[config.mk]
export PLATFORM = sky130hd
export DESIGN_NAME = mem_stage
export DESIGN_NICKNAME = d
export VERILOG_FILES = /design/src/rtl/mem_stage.sv
export SDC_FILE = /design/constraint.sdc
export NUM_CORES = 1
export LEC_CHECK = 0
export BUFFER_PORTS_ARGS = -buffer_cell sky130_fd_sc_hd__buf_2
export CORE_ASPECT_RATIO = 2
export CORE_MARGIN = 1.5
export CORE_UTILIZATION = 51
export DETAILED_ROUTE_END_ITERATION = 8
export PLACE_DENSITY = 0.78
export SLEW_MARGIN = 20
export SYNTH_ARGS = -nofsm -noshare
export SYNTH_HDL_FRONTEND = slang
export SYNTH_SLANG_ARGS = --single-unit
[constraint.sdc]
create_clock -name clk_in -period 3.8 [get_ports clk_in]
set_clock_uncertainty 0.05 [all_clocks]
set_input_delay 1.14 -clock clk_in [delete_from_list [all_inputs] [get_ports clk_in]]
set_output_delay 1.14 -clock clk_in [all_outputs]
set_load 0.01 [all_outputs]
[src/rtl/mem_stage.sv]
// MEM pipeline stage: non-memory instructions pass straight through, while loads and
// stores run as a sequence of little-endian byte transfers over the req/gnt port.
module mem_stage #(
  parameter logic [6:0] LOAD_OP  = 7'b0000011,
  parameter logic [6:0] STORE_OP = 7'b0100011
) (
  input  logic        clk_in,
  input  logic        rst_in,
  input  logic        rdy_in,
  input  logic        forward,
  input  logic [4:0]  rd_addr,
  input  logic [31:0] rd_val,
  input  logic [6:0]  ins_type,
  input  logic [2:0]  ins_details,
  input  logic [31:0] mem_addr,
  input  logic [31:0] mem_val,
  output logic        mc_req,
  output logic        mc_wr,
  output logic [31:0] mc_addr,
  output logic [7:0]  mc_wdata,
  input  logic        mc_gnt,
  input  logic [7:0]  mc_rdata,
  output logic        stall_req,
  output logic        output_forward,
  output logic [4:0]  output_rd_addr,
  output logic [31:0] output_rd_val
);

  typedef enum logic [1:0] {IDLE, ACCESS, DONE} state_t;

  state_t      state;
  state_t      state_next;
  logic [31:0] addr;
  logic [31:0] val;
  logic [2:0]  details;
  logic [4:0]  rd_lat;
  logic        fwd_lat;
  logic        is_store;
  logic [1:0]  idx;
  logic [31:0] buffer;
  logic [1:0]  last_idx;
  logic        is_mem;
  logic [31:0] load_val;

  assign is_mem   = (ins_type == LOAD_OP) || (ins_type == STORE_OP);
  assign last_idx = details[1] ? 2'd3 : (details[0] ? 2'd1 : 2'd0);

  // Extension takes its sign from the highest byte actually read.
  always_comb begin
    load_val = buffer;
    case (details[1:0])
      2'b00:   load_val = {{24{~details[2] & buffer[7]}}, buffer[7:0]};
      2'b01:   load_val = {{16{~details[2] & buffer[15]}}, buffer[15:0]};
      default: load_val = buffer;
    endcase
  end

  always_ff @(posedge clk_in) begin
    if (rst_in) begin
      state <= IDLE;
    end else begin
      state <= state_next;
    end
  end

  always_comb begin
    state_next     = state;
    mc_req         = 1'b0;
    mc_wr          = 1'b0;
    mc_addr        = 32'd0;
    mc_wdata       = 8'd0;
    stall_req      = 1'b0;
    output_forward = 1'b0;
    output_rd_addr = 5'd0;
    output_rd_val  = 32'd0;
    if (!rst_in) begin
      case (state)
        IDLE: begin
          output_rd_addr = rd_addr;
          output_rd_val  = rd_val;
          if (!rdy_in || is_mem) begin
            stall_req = 1'b1;
          end else begin
            output_forward = forward;
          end
          if (rdy_in && is_mem) begin
            state_next = ACCESS;
          end
        end
        ACCESS: begin
          stall_req = 1'b1;
          mc_req    = rdy_in;
          mc_wr     = is_store;
          mc_addr   = addr + {30'd0, idx};
          mc_wdata  = val[{idx, 3'b000} +: 8];
          if (rdy_in && mc_gnt && (idx == last_idx)) begin
            state_next = DONE;
          end
        end
        DONE: begin
          output_rd_addr = rd_lat;
          output_rd_val  = is_store ? 32'd0 : load_val;
          if (rdy_in) begin
            output_forward = fwd_lat & ~is_store;
            state_next     = IDLE;
          end else begin
            stall_req = 1'b1;
          end
        end
        default: state_next = IDLE;
      endcase
    end
  end

  // Access context is latched on entry; the buffer collects read bytes in place.
  always_ff @(posedge clk_in) begin
    if (rst_in) begin
      addr     <= 32'd0;
      val      <= 32'd0;
      details  <= 3'd0;
      rd_lat   <= 5'd0;
      fwd_lat  <= 1'b0;
      is_store <= 1'b0;
      idx      <= 2'd0;
      buffer   <= 32'd0;
    end else if (rdy_in) begin
      case (state)
        IDLE: begin
          if (is_mem) begin
            addr     <= mem_addr;
            val      <= mem_val;
            details  <= ins_details;
            rd_lat   <= rd_addr;
            fwd_lat  <= forward;
            is_store <= (ins_type == STORE_OP);
            idx      <= 2'd0;
            buffer   <= 32'd0;
          end
        end
        ACCESS: begin
          if (mc_gnt) begin
            if (!is_store) begin
              buffer[{idx, 3'b000} +: 8] <= mc_rdata;
            end
            idx <= idx + 2'd1;
          end
        end
        default: ;
      endcase
    end
  end

endmodule

==> run_results.csv, run 1 <==
group,metric,value,unit
synthesis,mappedNetlistArea,6158,um^2
die,placement_rows,56,
critical_path,worst_path_fanout_max,9,
hold_path,min_delay_path_depth,2,
placed_design,gp_congestion,0.9090,
die,design.core.area,11770,um^2
synthesis,postSynthNetCount,951,
critical_path,critical_path.reg2reg.endpoint,"buffer[28]$_SDFFE_PP0P_",
power_and_ir_drop,total_power,0.002350,W
routing,viasPerCell,5.709,
grt,grt_overflow_total,0,
sta,number_of_pins_with_negative_max_slew_slack_in_the_final_report,0,
power_and_ir_drop,vdd_ir_drop_max,0.2721,mV
clock_tree,h-tree-depth,3,
grt,wire_length_of_the_first_global_routing_pass,27.86,mm
placed_design,detailedPlacementHpwl,13.41,mm
power_and_ir_drop,power.density,307.0,nW/um^2
sta,max-slew-margin-rel,42.00,%
synthesis,edff_count_synth,0,
synthesis,post_synthesis_mean_instance_area,7.510,um^2
placed_design,port_buffers,204,
die,fp.dieW,80.70,um
critical_path,r2r_setup_slk,1.35,ns
layout,share_of_post_route_cells_with_drive_strength_above_1,27.10,%
synthesis,yosys_warnings,0,
job,max_cap_viol_count,0,
critical_path,critPathBufInv,1,
die,initial_utilization,52.32,%
critical_path,worst-endpoint-arrival,2.54,ns
critical_path,reg2regPathDepth,7,
sta,layout_worst_path_cycle_share,98.23,%
critical_path,crit_path_cell_trace,"nand4_1 -> or4_4 -> or4_1 -> a21oi_1 -> buf_2",
clock_tree,max-clock-path-buffers,2,
routing,routed-wl-met2,10.38,mm
routing,route.antenna.remaining_nets,0,
critical_path,category_of_cells_accounting_for_the_largest_share_of_critical_path_delay,"simple AND/OR/NAND/NOR gates",
sta,unrepaired_setup_endpoints_after_global_routing,"yes",
die,fp.dieArea,12780,um^2
routing,route.met3.wl,967,um
synthesis,post_synth_num_cell_types,49,
clock_tree,clock_tree_from_tritoncts,"yes",
critical_path,crit_required,2.61,ns
power_and_ir_drop,power.leakage,2.776,nW
critical_path,max_stage_delay,0.66,ns
sta,finalSetupViolations,0,
sta,max_freq,267.9,MHz
hold_path,hold_start,"rd_lat[1]$_SDFFE_PP0P_",
sta,setup-tns-final,0,ns
layout,fillerInstances,1068,
critical_path,timing_worst_setup_path_type,"reg -> out",
critical_path,critical_path.startpoint_type,"flip-flop",
critical_path,end_kind,"output pin",
hold_path,worst_min_delay_path_class,"reg -> reg",
synthesis,synthCells,820,
die,ioPinCount,205,
critical_path,reg2reg_from,"idx[0]$_SDFFE_PP0P_",
clock_tree,tritoncts_num_sinks,110,
sta,post-route-min-period,3.733,ns
clock_tree,clkLatencyLatePin,0.34,ns
synthesis,synth-main-ff-cell,"sky130_fd_sc_hd__dfxtp_1",
routing,drt-initial-drc-count,408,
critical_path,critPathSlowestCell,"sky130_fd_sc_hd__or4_4",
grt,grt_max_degree,75,
routing,route.detailed.wl_per_inst,16.33,um
hold_path,worst_hold_path_endpoint,"rd_lat[1]$_SDFFE_PP0P_",
layout,design.final.nets,1126,
sta,transition_at_the_pin_with_the_smallest_max_transition_slack,0.8634,ns
routing,route.layer.met1.wl,6.563,mm
clock_tree,post_cts_hold_buffer_count,0,
routing,top_layer,"met4",
die,dieHeight,158.4,um
run_status,status,"finished clean",
clock_tree,cts_buffers,9,
routing,vias,6542,
grt,antenna_violations_before_repair,1,
grt,grt_pass1_vias,6028,
routing,drc_errors,0,
grt,grt_usage,28.06,%
clock_tree,cts-root-buf,"sky130_fd_sc_hd__clkbuf_16",
synthesis,yosysSeqAreaShare,35.76,%
synthesis,synth.ff_latch_count,110,
routing,dr.pass1.iters,5,
layout,p_r_area_growth_vs_syn,24.32,%
clock_tree,clk_transition_reported_paths,0.07,ns
routing,drt_wl_total,18.72,mm
synthesis,postSynth.asyncResetShare,0,%
sta,timing_hold_violations_final,0,
how the worst max path moves through the flow:
stage,from,endpoint,depth (start not counted)
after global routing,addr[7]$_SDFFE_PP0P_,mc_addr[19],5
after global placement,rst_in,mc_addr[24],6
after detailed placement,rst_in,mc_addr[24],6
after floorplan,rst_in,mc_addr[24],5
after CTS,idx[0]$_SDFFE_PP0P_,mc_addr[20],7
final,addr[7]$_SDFFE_PP0P_,mc_addr[29],5
kinds of logic after synthesis:
kind of cell             Yosys count  synth area share, %
XOR/XNOR                          12                1.707
AND/OR/NAND/NOR                  390                30.43
buffers and inverters             70                4.551
multiplexers                      38                7.802
flip-flops                       110                35.76
AO/OA/AOI/OAI                    193                18.20
adder cells (fa/ha/maj)            7                1.544
placed cells by master, fill, tap and decap left out, types with 12 or more instances in the layout:
cell,instances
sky130_fd_sc_hd__buf_2,203
sky130_fd_sc_hd__nand2b_1,43
sky130_fd_sc_hd__o21ai_0,24
sky130_fd_sc_hd__nand2_1,190
sky130_fd_sc_hd__or4_1,12
sky130_fd_sc_hd__dfxtp_1,110
sky130_fd_sc_hd__a21oi_1,120
sky130_fd_sc_hd__a32oi_1,17
sky130_fd_sc_hd__nand4_1,14
sky130_fd_sc_hd__mux2i_1,30
sky130_fd_sc_hd__nor2_1,54
sky130_fd_sc_hd__nor2b_1,19
sky130_fd_sc_hd__buf_4,21
state kept, by name (all words and copies together) (netlist names):
register	flops
addr	32
buffer	32
val	32
rd_lat	5
details	3
idx	2
state	2
fwd_lat	1
is_store	1
where the power goes:
group | switching [W] | leakage (nW) | internal (W)
clock | 0.000467 | 0.151 | 0.000527
sequential | 0.00000327 | 0.886 | 0.00115
combinational | 0.000105 | 1.74 | 0.0000929
final cells by class:
cell class | instances | area [um^2] | share of cell area (%)
clock buffer | 9 | 225.2 | 2.942
multi-input combinational | 642 | 3717 | 48.55
timing repair buffer | 226 | 1214 | 15.85
clock inverter | 7 | 91.34 | 1.193
tap | 145 | 181.4 | 2.370
inverter | 6 | 22.52 | 0.2942
antenna | 1 | 2.502 | 0.03269
sequential | 110 | 2202 | 28.76
Yosys cell counts, types with 2 or more instances:
library cell | number | area share (%)
sky130_fd_sc_hd__inv_1 | 6 | 0.37
sky130_fd_sc_hd__nor4_1 | 4 | 0.41
sky130_fd_sc_hd__nand2b_1 | 43 | 4.4
sky130_fd_sc_hd__o21ai_0 | 24 | 2.0
sky130_fd_sc_hd__xnor2_1 | 11 | 1.6
sky130_fd_sc_hd__nor2b_1 | 19 | 1.9
sky130_fd_sc_hd__nand2_1 | 190 | 12
sky130_fd_sc_hd__ha_1 | 6 | 1.2
sky130_fd_sc_hd__mux2i_1 | 30 | 4.9
sky130_fd_sc_hd__mux4_2 | 8 | 2.9
sky130_fd_sc_hd__and4_1 | 4 | 0.57
sky130_fd_sc_hd__o311ai_0 | 2 | 0.28
sky130_fd_sc_hd__nor2_1 | 55 | 3.4
sky130_fd_sc_hd__or4_1 | 12 | 1.5
sky130_fd_sc_hd__nand3_1 | 11 | 0.89
sky130_fd_sc_hd__nor3_1 | 5 | 0.41
sky130_fd_sc_hd__o41ai_1 | 2 | 0.28
sky130_fd_sc_hd__and3_1 | 2 | 0.20
sky130_fd_sc_hd__buf_2 | 8 | 0.65
sky130_fd_sc_hd__or2_2 | 3 | 0.30
sky130_fd_sc_hd__or3b_2 | 2 | 0.28
sky130_fd_sc_hd__nor3b_1 | 5 | 0.61
sky130_fd_sc_hd__dfxtp_1 | 110 | 36
sky130_fd_sc_hd__clkbuf_1 | 52 | 3.2
sky130_fd_sc_hd__a32oi_1 | 17 | 2.4
sky130_fd_sc_hd__o31ai_1 | 11 | 1.3
sky130_fd_sc_hd__a21oi_1 | 120 | 9.8
sky130_fd_sc_hd__buf_1 | 3 | 0.18
sky130_fd_sc_hd__and2_1 | 7 | 0.71
sky130_fd_sc_hd__a21oi_2 | 3 | 0.43
sky130_fd_sc_hd__nand4_1 | 14 | 1.4
sky130_fd_sc_hd__a22oi_1 | 9 | 1.1
sky130_fd_sc_hd__or3_1 | 6 | 0.61
worst register-to-register path, stage by stage, from the launching register on:
cell	delay [ns]
sky130_fd_sc_hd__dfxtp_1	0.35
sky130_fd_sc_hd__buf_4	0.27
sky130_fd_sc_hd__inv_1	0.13
sky130_fd_sc_hd__ha_1	0.26
sky130_fd_sc_hd__nand4bb_1	0.23
sky130_fd_sc_hd__nor3b_1	0.71
sky130_fd_sc_hd__nand4_1	0.21
sky130_fd_sc_hd__a21oi_1	0.18
per-layer routing:
layer	vias up	track usage, %
met3	55	3.610
met2	274	53.58
li1	3198	-
met4	0	16.67
met5	-	0
met1	3015	27.79
metrics by stage:
| stage | hold slack, ns | std cells | utilization (%) | instance area (um^2) | setup WS (ns) |
|---|---|---|---|---|---|
| finish | 0.4047 | 1146 | 65.04 | 7656 | 0.06742 |
| global route | 0.4173 | 1146 | 65.04 | 7656 | -0.06110 |
| CTS | 0.4034 | 1140 | 64.59 | 7604 | 0.05037 |
| detailed placement | 0.3931 | 1124 | 61.86 | 7282 | 0.2121 |
| global placement | 0.3886 | 1124 | 61.86 | 7282 | 0.2545 |
| floorplan | 0.3831 | 820 | - | 6158 | 0.2356 |
repair_timing:
item,4_1_cts,5_1_grt
endpoints found under the setup margin,5,9
resized for setup,1,2
buffers inserted,0,3
hold endpoints to repair,0,0
pin swaps,0,3
gates cloned,0,2
Note: power is estimated with default switching activity, not from simulation.
==> run 2, diff against run 1 <==
ABC_AREA = 1   (was unset)
CORE_UTILIZATION = 52   (was 51)
==> run 2 against run 1 <==
Utilization shrank 1.0 points. Cell area grew 5.0%. Hold slack gained 0.054 ns. Cell count grew 27%. Combinational power grew 4%. Highest routed layer unchanged. Die area grew 6.0%. Synthesized area grew 8.3%. Fmax grew 6.2%. Flip-flop and latch count is the same. Wire length grew 15%. Critical path depth grew 4.
==> run_results.csv, run 2 <==
group,metric,value,unit
critical_path,crit_required,2.61,ns
layout,multi_input_comb_area,3845,um^2
routing,route.detailed.wl_per_inst,14.75,um
power_and_ir_drop,vdd_ir_drop_max,0.2170,mV
clock_tree,clk_transition_reported_paths,0.08,ns
routing,vias,7691,
grt,grt_usage,31.53,%
synthesis,synth-main-ff-cell,"sky130_fd_sc_hd__dfxtp_1",
die,design.core.area,12550,um^2
placed_design,detailedPlacementHpwl,16.05,mm
clock_tree,max-clock-path-buffers,2,
routing,dr.pass1.iters,7,
clock_tree,cts_buffers,9,
sta,number_of_pins_with_negative_max_slew_slack_in_the_final_report,0,
clock_tree,h-tree-depth,3,
grt,grt_overflow_total,0,
sta,timing_hold_violations_final,0,
routing,drt-initial-drc-count,407,
die,initial_utilization,53.12,%
routing,viasPerCell,5.268,
clock_tree,clock_tree_from_tritoncts,"yes",
clock_tree,cts-root-buf,"sky130_fd_sc_hd__clkbuf_16",
critical_path,end_kind,"output pin",
critical_path,worst_path_fanout_max,9,
grt,wire_length_of_the_first_global_routing_pass,34.59,mm
die,dieHeight,163.2,um
power_and_ir_drop,power.leakage,3.935,nW
grt,grt_max_degree,109,
grt,antenna_violations_before_repair,0,
sta,layout_worst_path_cycle_share,92.49,%
sta,setup-tns-final,0,ns
routing,drc_errors,0,
layout,fillerInstances,1289,
routing,route.antenna.remaining_nets,0,
critical_path,critical_path.startpoint_type,"flip-flop",
synthesis,edff_count_synth,0,
synthesis,yosysSeqAreaShare,33.02,%
layout,final_util,64.02,%
sta,post-route-min-period,3.515,ns
critical_path,timing_worst_setup_path_type,"reg -> out",
job,max_cap_viol_count,0,
sta,max_freq,284.5,MHz
synthesis,synthDominantAreaCellType,"sky130_fd_sc_hd__dfxtp_1",
synthesis,synth_common_cells,"sky130_fd_sc_hd__nor2_1, sky130_fd_sc_hd__nand2_1, sky130_fd_sc_hd__dfxtp_1",
synthesis,synthCells,1134,
sta,transition_at_the_pin_with_the_smallest_max_transition_slack,1.022,ns
clock_tree,tritoncts_num_sinks,110,
synthesis,yosys-top-cells-area,"sky130_fd_sc_hd__dfxtp_1, sky130_fd_sc_hd__nor2_1, sky130_fd_sc_hd__nand2_1",
placed_design,gp_congestion,1.003,
run_status,status,"finished clean",
power_and_ir_drop,power.density,291.0,nW/um^2
clock_tree,clkLatencyLatePin,0.34,ns
synthesis,yosys_warnings,0,
synthesis,postSynthNetCount,1265,
die,ioPinCount,205,
layout,register_area,2202,um^2
hold_path,worst_min_delay_path_class,"reg -> reg",
layout,mostFrequentLayoutCells,"sky130_fd_sc_hd__nor2_1, sky130_fd_sc_hd__nand2_1, sky130_fd_sc_hd__buf_2",
synthesis,post_synth_num_cell_types,32,
placed_design,port_buffers,204,
clock_tree,post_cts_hold_buffer_count,0,
layout,design.final.nets,1436,
synthesis,post-synth-top-count-cell,"sky130_fd_sc_hd__nor2_1",
die,placement_rows,58,
die,fp.dieW,83.08,um
synthesis,mappedNetlistArea,6669,um^2
layout,share_of_post_route_cells_with_drive_strength_above_1,19.47,%
die,fp.dieArea,13550,um^2
sta,unrepaired_setup_endpoints_after_global_routing,"no",
layout,p_r_area_growth_vs_syn,20.53,%
sta,max-slew-margin-rel,31.85,%
routing,drt_wl_total,21.54,mm
synthesis,synth.ff_latch_count,110,
synthesis,postSynth.asyncResetShare,0,%
layout,reg.largest.list,"addr: 32 flops, buffer: 32 flops, val: 32 flops",
layout,antenna_cells,0,
clock_tree,post-cts-setup-buffer-count,0,
grt,grt_pass1_vias,7413,
synthesis,netlist.area_leader.share,33.02,%
critical_path,worst-endpoint-arrival,2.32,ns
sta,finalSetupViolations,0,
clock_tree,number_of_resized_instances_in_the_post_cts_repair_step,0,
synthesis,post_synthesis_mean_instance_area,5.881,um^2
layout,final_common_cell,"sky130_fd_sc_hd__nor2_1",
==> run 2: changes by cell type in the layout (fill, tap and decap cells not counted), sizes merged, moves of 19 or more <==
cell	previous run	this run
inv	8	99
nand2b	43	0
nand2	190	245
nor2	55	355
mux2i	30	0
o21ai	24	108
nor2b	19	0
a21oi	123	60
==> run 2: layer usage <==
layer	vias to the layer above	wire [um]	track usage [%]
li1	3915	-	-
met1	3413	7572	30.35
met2	286	11550	61.12
met3	77	981	4.396
met4	0	1432	20.68
met5	-	0	0
==> run 2: cell families after synthesis <==
family	count (synthesis)	share of synthesized area, %
AOI/OAI and AO/OA	192	15.37
xor gates and xnor gates	3	0.3941
adders and majority gates	7	1.426
buffers and inverters	157	9.456
DFF	110	33.02
and+or+nand+nor	665	40.34
==> run 2: critical path, cell delays in order, from the launching register on <==
cell and delay [ns]:
sky130_fd_sc_hd__dfxtp_1 0.34, sky130_fd_sc_hd__ha_1 0.21, sky130_fd_sc_hd__fa_1 0.23, sky130_fd_sc_hd__nand2_1 0.11, sky130_fd_sc_hd__nor2_1 0.16, sky130_fd_sc_hd__nand2_1 0.12
sky130_fd_sc_hd__nor2_2 0.40, sky130_fd_sc_hd__a21oi_1 0.13, sky130_fd_sc_hd__nor2_1 0.13, sky130_fd_sc_hd__buf_2 0.14
==> run 2: path summary, 6_finish.rpt <==
path | end | depth (start not counted) | from | slack [ns]
worst min register to register | buffer[29]$_SDFFE_PP0P_ | 4 | buffer[29]$_SDFFE_PP0P_ | 0.46
worst max register to register | buffer[24]$_SDFFE_PP0P_ | 11 | idx[0]$_SDFFE_PP0P_ | 1.10
worst min-delay path | buffer[29]$_SDFFE_PP0P_ | 4 | buffer[29]$_SDFFE_PP0P_ | 0.46
worst max-delay path | mc_addr[30] | 9 | idx[0]$_SDFFE_PP0P_ | 0.29
==> run 2: power breakdown <==
part | internal [W] | switching (W) | total [W]
Combinational | 0.0000903 | 0.000116 | 0.000206
Sequential | 0.00116 | 0.00000740 | 0.00117
Clock | 0.000482 | 0.000482 | 0.000964
Total | 0.00173 | 0.000605 | 0.00234
==> run 2: layout make-up <==
type | count | share of cell area [%]
tap | 150 | 2.335
clock buffer | 10 | 2.973
timing repair buffer | 217 | 14.07
clock inverter | 6 | 0.7161
multi-input combinational | 867 | 47.84
inverter | 100 | 4.670
sequential | 110 | 27.40
==> run 2: metrics by stage <==
| step | cells | worst slack (ns) | hold WS [ns] | instance area [um^2] | power (W) |
|---|---|---|---|---|---|
| after floorplan | 1134 | 0.6329 | 0.4199 | 6669 | 0.001292 |
| after global placement | 1444 | 0.5509 | 0.4370 | 7741 | 0.001398 |
| after detailed placement | 1444 | 0.5415 | 0.4466 | 7741 | 0.001400 |
| after CTS | 1460 | 0.2800 | 0.4599 | 8038 | 0.002353 |
| after global routing | 1460 | 0.06333 | 0.4944 | 8038 | 0.002429 |
| final | 1460 | 0.2854 | 0.4589 | 8038 | 0.002339 |
